[config.mk]
export PLATFORM = sky130hd
export DESIGN_NAME = register_bank
export DESIGN_NICKNAME = d
export VERILOG_FILES = /design/src/rtl/register_bank_pkg.sv /design/src/rtl/register_bank.sv
export SDC_FILE = /design/constraint.sdc
export NUM_CORES = 2
export LEC_CHECK = 0
export BUFFER_PORTS_ARGS = -buffer_cell sky130_fd_sc_hd__buf_2
export CORE_AREA = 2 2 598 362
export DETAILED_ROUTE_END_ITERATION = 10
export DIE_AREA = 0 0 600 364
export PLACE_DENSITY_LB_ADDON = 0.2
export SYNTH_ARGS = -nofsm -noshare
export SYNTH_HDL_FRONTEND = slang
export SYNTH_SLANG_ARGS = --single-unit
export TNS_END_PERCENT = 100
[constraint.sdc]
create_clock -name i_clock -period 4.54 [get_ports i_clock]
set_input_delay 1.135 -clock i_clock [delete_from_list [all_inputs] [get_ports i_clock]]
set_output_delay 1.135 -clock i_clock [all_outputs]
set_load 0.02 [all_outputs]
[src/rtl/register_bank_pkg.sv]
// Shared pipeline constants and the register-bank dump state encoding.
package register_bank_pkg;

    localparam int NB_DATA = 32;
    localparam int NB_REG  = 5;
    localparam int N_REGS  = 2 ** NB_REG;

    typedef enum logic [1:0] {
        DUMP_IDLE = 2'd0,
        DUMP_SEND = 2'd1,
        DUMP_DONE = 2'd2
    } dump_state_t;

endpackage

[src/rtl/register_bank.sv]
// Decode-stage register file: two bypassed read ports, one writeback port,
// and a valid/ready debug dump that streams every register in order.
module register_bank #(
    parameter int NB_DATA = register_bank_pkg::NB_DATA,
    parameter int NB_REG  = register_bank_pkg::NB_REG,
    parameter int N_REGS  = 2 ** NB_REG
) (
    input  logic               i_clock,
    input  logic               i_reset,
    input  logic               i_reg_write,
    input  logic [NB_REG-1:0]  i_write_reg,
    input  logic [NB_DATA-1:0] i_write_data,
    input  logic [NB_REG-1:0]  i_read_reg_a,
    input  logic [NB_REG-1:0]  i_read_reg_b,
    output logic [NB_DATA-1:0] o_data_a,
    output logic [NB_DATA-1:0] o_data_b,
    input  logic               i_dump_start,
    input  logic               i_dump_ready,
    output logic               o_dump_valid,
    output logic [NB_REG-1:0]  o_dump_index,
    output logic [NB_DATA-1:0] o_dump_data,
    output logic               o_dump_done,
    output logic               o_busy
);

    import register_bank_pkg::*;

    localparam logic [NB_REG-1:0] LAST_IDX = NB_REG'(N_REGS - 1);

    logic [NB_DATA-1:0] regs [N_REGS];
    logic               wr_en;
    dump_state_t        state_q;
    dump_state_t        state_d;
    logic [NB_REG-1:0]  idx_q;
    logic [NB_REG-1:0]  idx_d;

    assign wr_en = i_reg_write && (i_write_reg != '0);

    always_ff @(posedge i_clock) begin
        if (i_reset) begin
            for (int i = 0; i < N_REGS; i++) begin
                regs[i] <= '0;
            end
        end else if (wr_en) begin
            regs[i_write_reg] <= i_write_data;
        end
    end

    // Writeback data is forwarded so a same-cycle reader sees the new value.
    always_comb begin
        o_data_a = '0;
        o_data_b = '0;
        if (wr_en && (i_write_reg == i_read_reg_a)) begin
            o_data_a = i_write_data;
        end else if (i_read_reg_a != '0) begin
            o_data_a = regs[i_read_reg_a];
        end
        if (wr_en && (i_write_reg == i_read_reg_b)) begin
            o_data_b = i_write_data;
        end else if (i_read_reg_b != '0) begin
            o_data_b = regs[i_read_reg_b];
        end
    end

    always_ff @(posedge i_clock) begin
        if (i_reset) begin
            state_q <= DUMP_IDLE;
            idx_q   <= '0;
        end else begin
            state_q <= state_d;
            idx_q   <= idx_d;
        end
    end

    // Dump words come from stored state only, so an accepted word
    // carries the value held before any same-cycle write.
    always_comb begin
        state_d      = state_q;
        idx_d        = idx_q;
        o_dump_valid = 1'b0;
        o_dump_done  = 1'b0;
        o_dump_data  = '0;
        unique case (state_q)
            DUMP_IDLE: begin
                idx_d = '0;
                if (i_dump_start) begin
                    state_d = DUMP_SEND;
                end
            end
            DUMP_SEND: begin
                o_dump_valid = 1'b1;
                if (idx_q != '0) begin
                    o_dump_data = regs[idx_q];
                end
                if (i_dump_ready) begin
                    if (idx_q == LAST_IDX) begin
                        state_d = DUMP_DONE;
                    end else begin
                        idx_d = idx_q + 1'b1;
                    end
                end
            end
            DUMP_DONE: begin
                o_dump_done = 1'b1;
                state_d     = DUMP_IDLE;
                idx_d       = '0;
            end
            default: begin
                state_d = DUMP_IDLE;
                idx_d   = '0;
            end
        endcase
    end

    assign o_dump_index = (state_q == DUMP_IDLE) ? '0 : idx_q;
    assign o_busy       = (state_q != DUMP_IDLE);

endmodule

==> results.json <==
{
  "drv_slew": 0,
  "cts_hold_buf": 0,
  "wl_um": 310000,
  "synth_top_cell_by_area": "edfxtp_1",
  "ys_seq_area_frac": 0.487,
  "dieHeight_um": 364,
  "grt_max_degree": 50,
  "io_pins": 156,
  "slew_headroom": 0.288,
  "place_area_mm2": 0.0713,
  "start_kind": "input port",
  "synth_common_cells": "edfxtp_1, and2_1, mux4_2",
  "hold_path_depth": 1,
  "endpoint_kind": "output pin",
  "slowest_delay_ns": 0.45,
  "path_common_cell": "buf_2",
  "post-place-ws_ns": -0.606,
  "min_from": "state_q[1]",
  "drive_above_1_share": 0.366,
  "cp_max_fo": 14,
  "postSynthAreaPerCell_um2": 14.9,
  "worst_pin_slew_ns": 1.07,
  "synth_top_flop_cell": "edfxtp_1",
  "grt_usage": 0.281,
  "hold_viol": 0,
  "setup_violations": 4,
  "crit_slowest_cell": "or3_4",
  "final_cells": 7552,
  "final_design_area_no_fill_mm2": 0.0757,
  "reg2reg_slack_ns": 2.60,
  "die-area_mm2": 0.218,
  "synth_cell_types": 55,
  "period_share": 1.01,
  "syn_inst": 4267,
  "vias": 46900,
  "root_buffer": "clkbuf_16",
  "clock_path_buffers": 3,
  "synth_area_leaders": "edfxtp_1, mux4_2, and2_1",
  "fin_crit_ns": 4.57,
  "cp_top_family": "compound AO/OA/AOI/OAI gates",
  "synthArstFlopShare": 0,
  "yosysWarnings": 0,
  "path_cells": "buf_2 -> or3_4 -> buf_4 -> o311ai_4 -> o22ai_4 -> buf_6 -> nor3_1 -> a22o_2 -> buf_2",
  "layout.nets": 4601,
  "cp.buffers_inverters": 4,
  "fmax_mhz": 219,
  "grt_antenna_before_repair": 55,
  "dp_hpwl_um": 194000,
  "r2r.worst_path.cells": 7,
  "syn_area_mm2": 0.0636,
  "ys_ff_latch": 1036,
  "routedWlPerCell_um": 41.1,
  "drt_pre_antenna_iters": 8,
  "grt_pass1_vias": 43900,
  "maxCapViolCount": 0,
  "via_per_inst": 6.20,
  "synth_edf_count": 1024,
  "utilization": 0.354,
  "cts_tree": "built",
  "reg2reg_from": "idx_q[0]",
  "start_util": 0.297,
  "required_ns": 3.40,
  "grt_pass1_wl_um": 412000,
  "min_path_type": "flip-flop to flip-flop",
  "irDropWorstVdd_mv": 0.304,
  "path_clk_slew_ns": 0.06,
  "port_buffers": 155,
  "skew_ns": 0.00946,
  "status": "complete, but fails checks",
  "yosysTopAreaCellShare": 0.484,
  "grt_setup_unrepaired": "yes",
  "hold_path_end": "state_q[0]",
  "yosysMostFrequentCell": "edfxtp_1",
  "rows": 132,
  "place.gp.congestion": 0.869,
  "core_mm2": 0.214,
  "power.total_uw": 25100,
  "drtIter0Drc": 8029,
  "cts_sinks": 1036,
  "cp.arrival_ns": 3.43,
  "ant_nets": 0,
  "powerDensity_mw_per_mm2": 332,
  "gr-total-overflow": 0,
  "power_leakage_uw": 0.0256,
  "numCtsBuffers": 111,
  "htree_levels": 3,
  "die_x_um": 600,
  "post-route-drc-count": 0,
  "clk_latency_ns": 0.78,
  "layout_setup_ws_ns": -0.0264,
  "area_delta_synth_final_pct": 19.0,
  "violations": "setup timing",
  "dp.cells": 7287,
  "path_class": "input port to output pin"
}
## cell usage in the layout, fill, tap and decap left out, drive strengths merged, types with 61 or more instances in the layout
cell	Yosys	final
o221ai	62	62
nor2	76	76
o22ai	102	102
mux2i	227	227
buf	149	623
edfxtp	1024	1024
mux2	117	117
a22o	61	61
and2	993	993
mux4	705	705
clkbuf	341	146
## cell families after synthesis
| logic type | after synthesis | share of synthesized area |
|---|---|---|
| AO/OA/AOI/OAI | 419 | 0.0502 |
| buffers and inverters | 496 | 0.0348 |
| other | 1 | 0.0000590 |
| multiplexers | 1049 | 0.308 |
| AND/OR/NAND/NOR | 1250 | 0.117 |
| flip-flops | 1036 | 0.487 |
| XOR/XNOR | 13 | 0.00179 |
| adder cells (fa/ha/maj) | 3 | 0.000590 |
## report_power, final
group	internal (uW)	total [uW]	switching, uW
sequential	11000	11500	452
combinational	1890	4320	2430
clock	5120	9330	4210
## flip-flops by register name (all words and copies together), names as in the netlist, named ones only
name,count
regs,1024
idx_q,5
state_q,2
## layout make-up
cell class | instances | area (um2)
fillers | 20300 | 138000
multi-input cells | 2766 | 31100
flip-flops and latches | 1036 | 31000
repair buffers | 625 | 6310
well taps | 2881 | 3600
clock buffers | 145 | 3030
clock inverters | 55 | 479
diodes | 38 | 95.1
inverters | 6 | 23.8
## worst max-delay path by stage
stage	depth (start not counted)	end	start	slack [ns]
floorplan	7	o_data_a[14]	i_write_reg[2]	0.28
global placement	8	o_data_a[12]	i_read_reg_a[2]	-0.96
detailed placement	9	o_data_a[30]	i_write_reg[2]	-0.61
CTS	10	o_data_a[30]	i_read_reg_a[0]	-0.01
global route	9	o_data_a[7]	i_read_reg_a[0]	-0.02
finish	9	o_data_b[14]	i_write_reg[3]	-0.03
## metal layers
layer / vias up / track usage / share of wire
met5: - / 0 / 0.00039
met4: 18 / 0.0913 / 0.034
met3: 583 / 0.0964 / 0.14
met2: 3977 / 0.388 / 0.42
met1: 24700 / 0.407 / 0.42
li1: 17600 / - / -
## through the flow
| step | hold slack (ns) | TNS, ns |
|---|---|---|
| 3_5_place_dp | 0.466 | -5.43 |
| 6_report | 0.480 | -0.0465 |
| 3_3_place_gp | 0.458 | -6.43 |
| 5_1_grt | 0.502 | -0.0764 |
| 2_1_floorplan | 0.437 | 0 |
| 4_1_cts | 0.477 | -0.0122 |
## what timing repair did
action / in CTS / in global routing
cloned: 2 / 1
setup buffers: 20 / 4
resized for setup: 58 / 31
setup endpoints to repair: 48 / 18
pin swaps: 2 / 8
endpoints found under the hold margin: 0 / 0
Power figures use the tool's default switching activity.
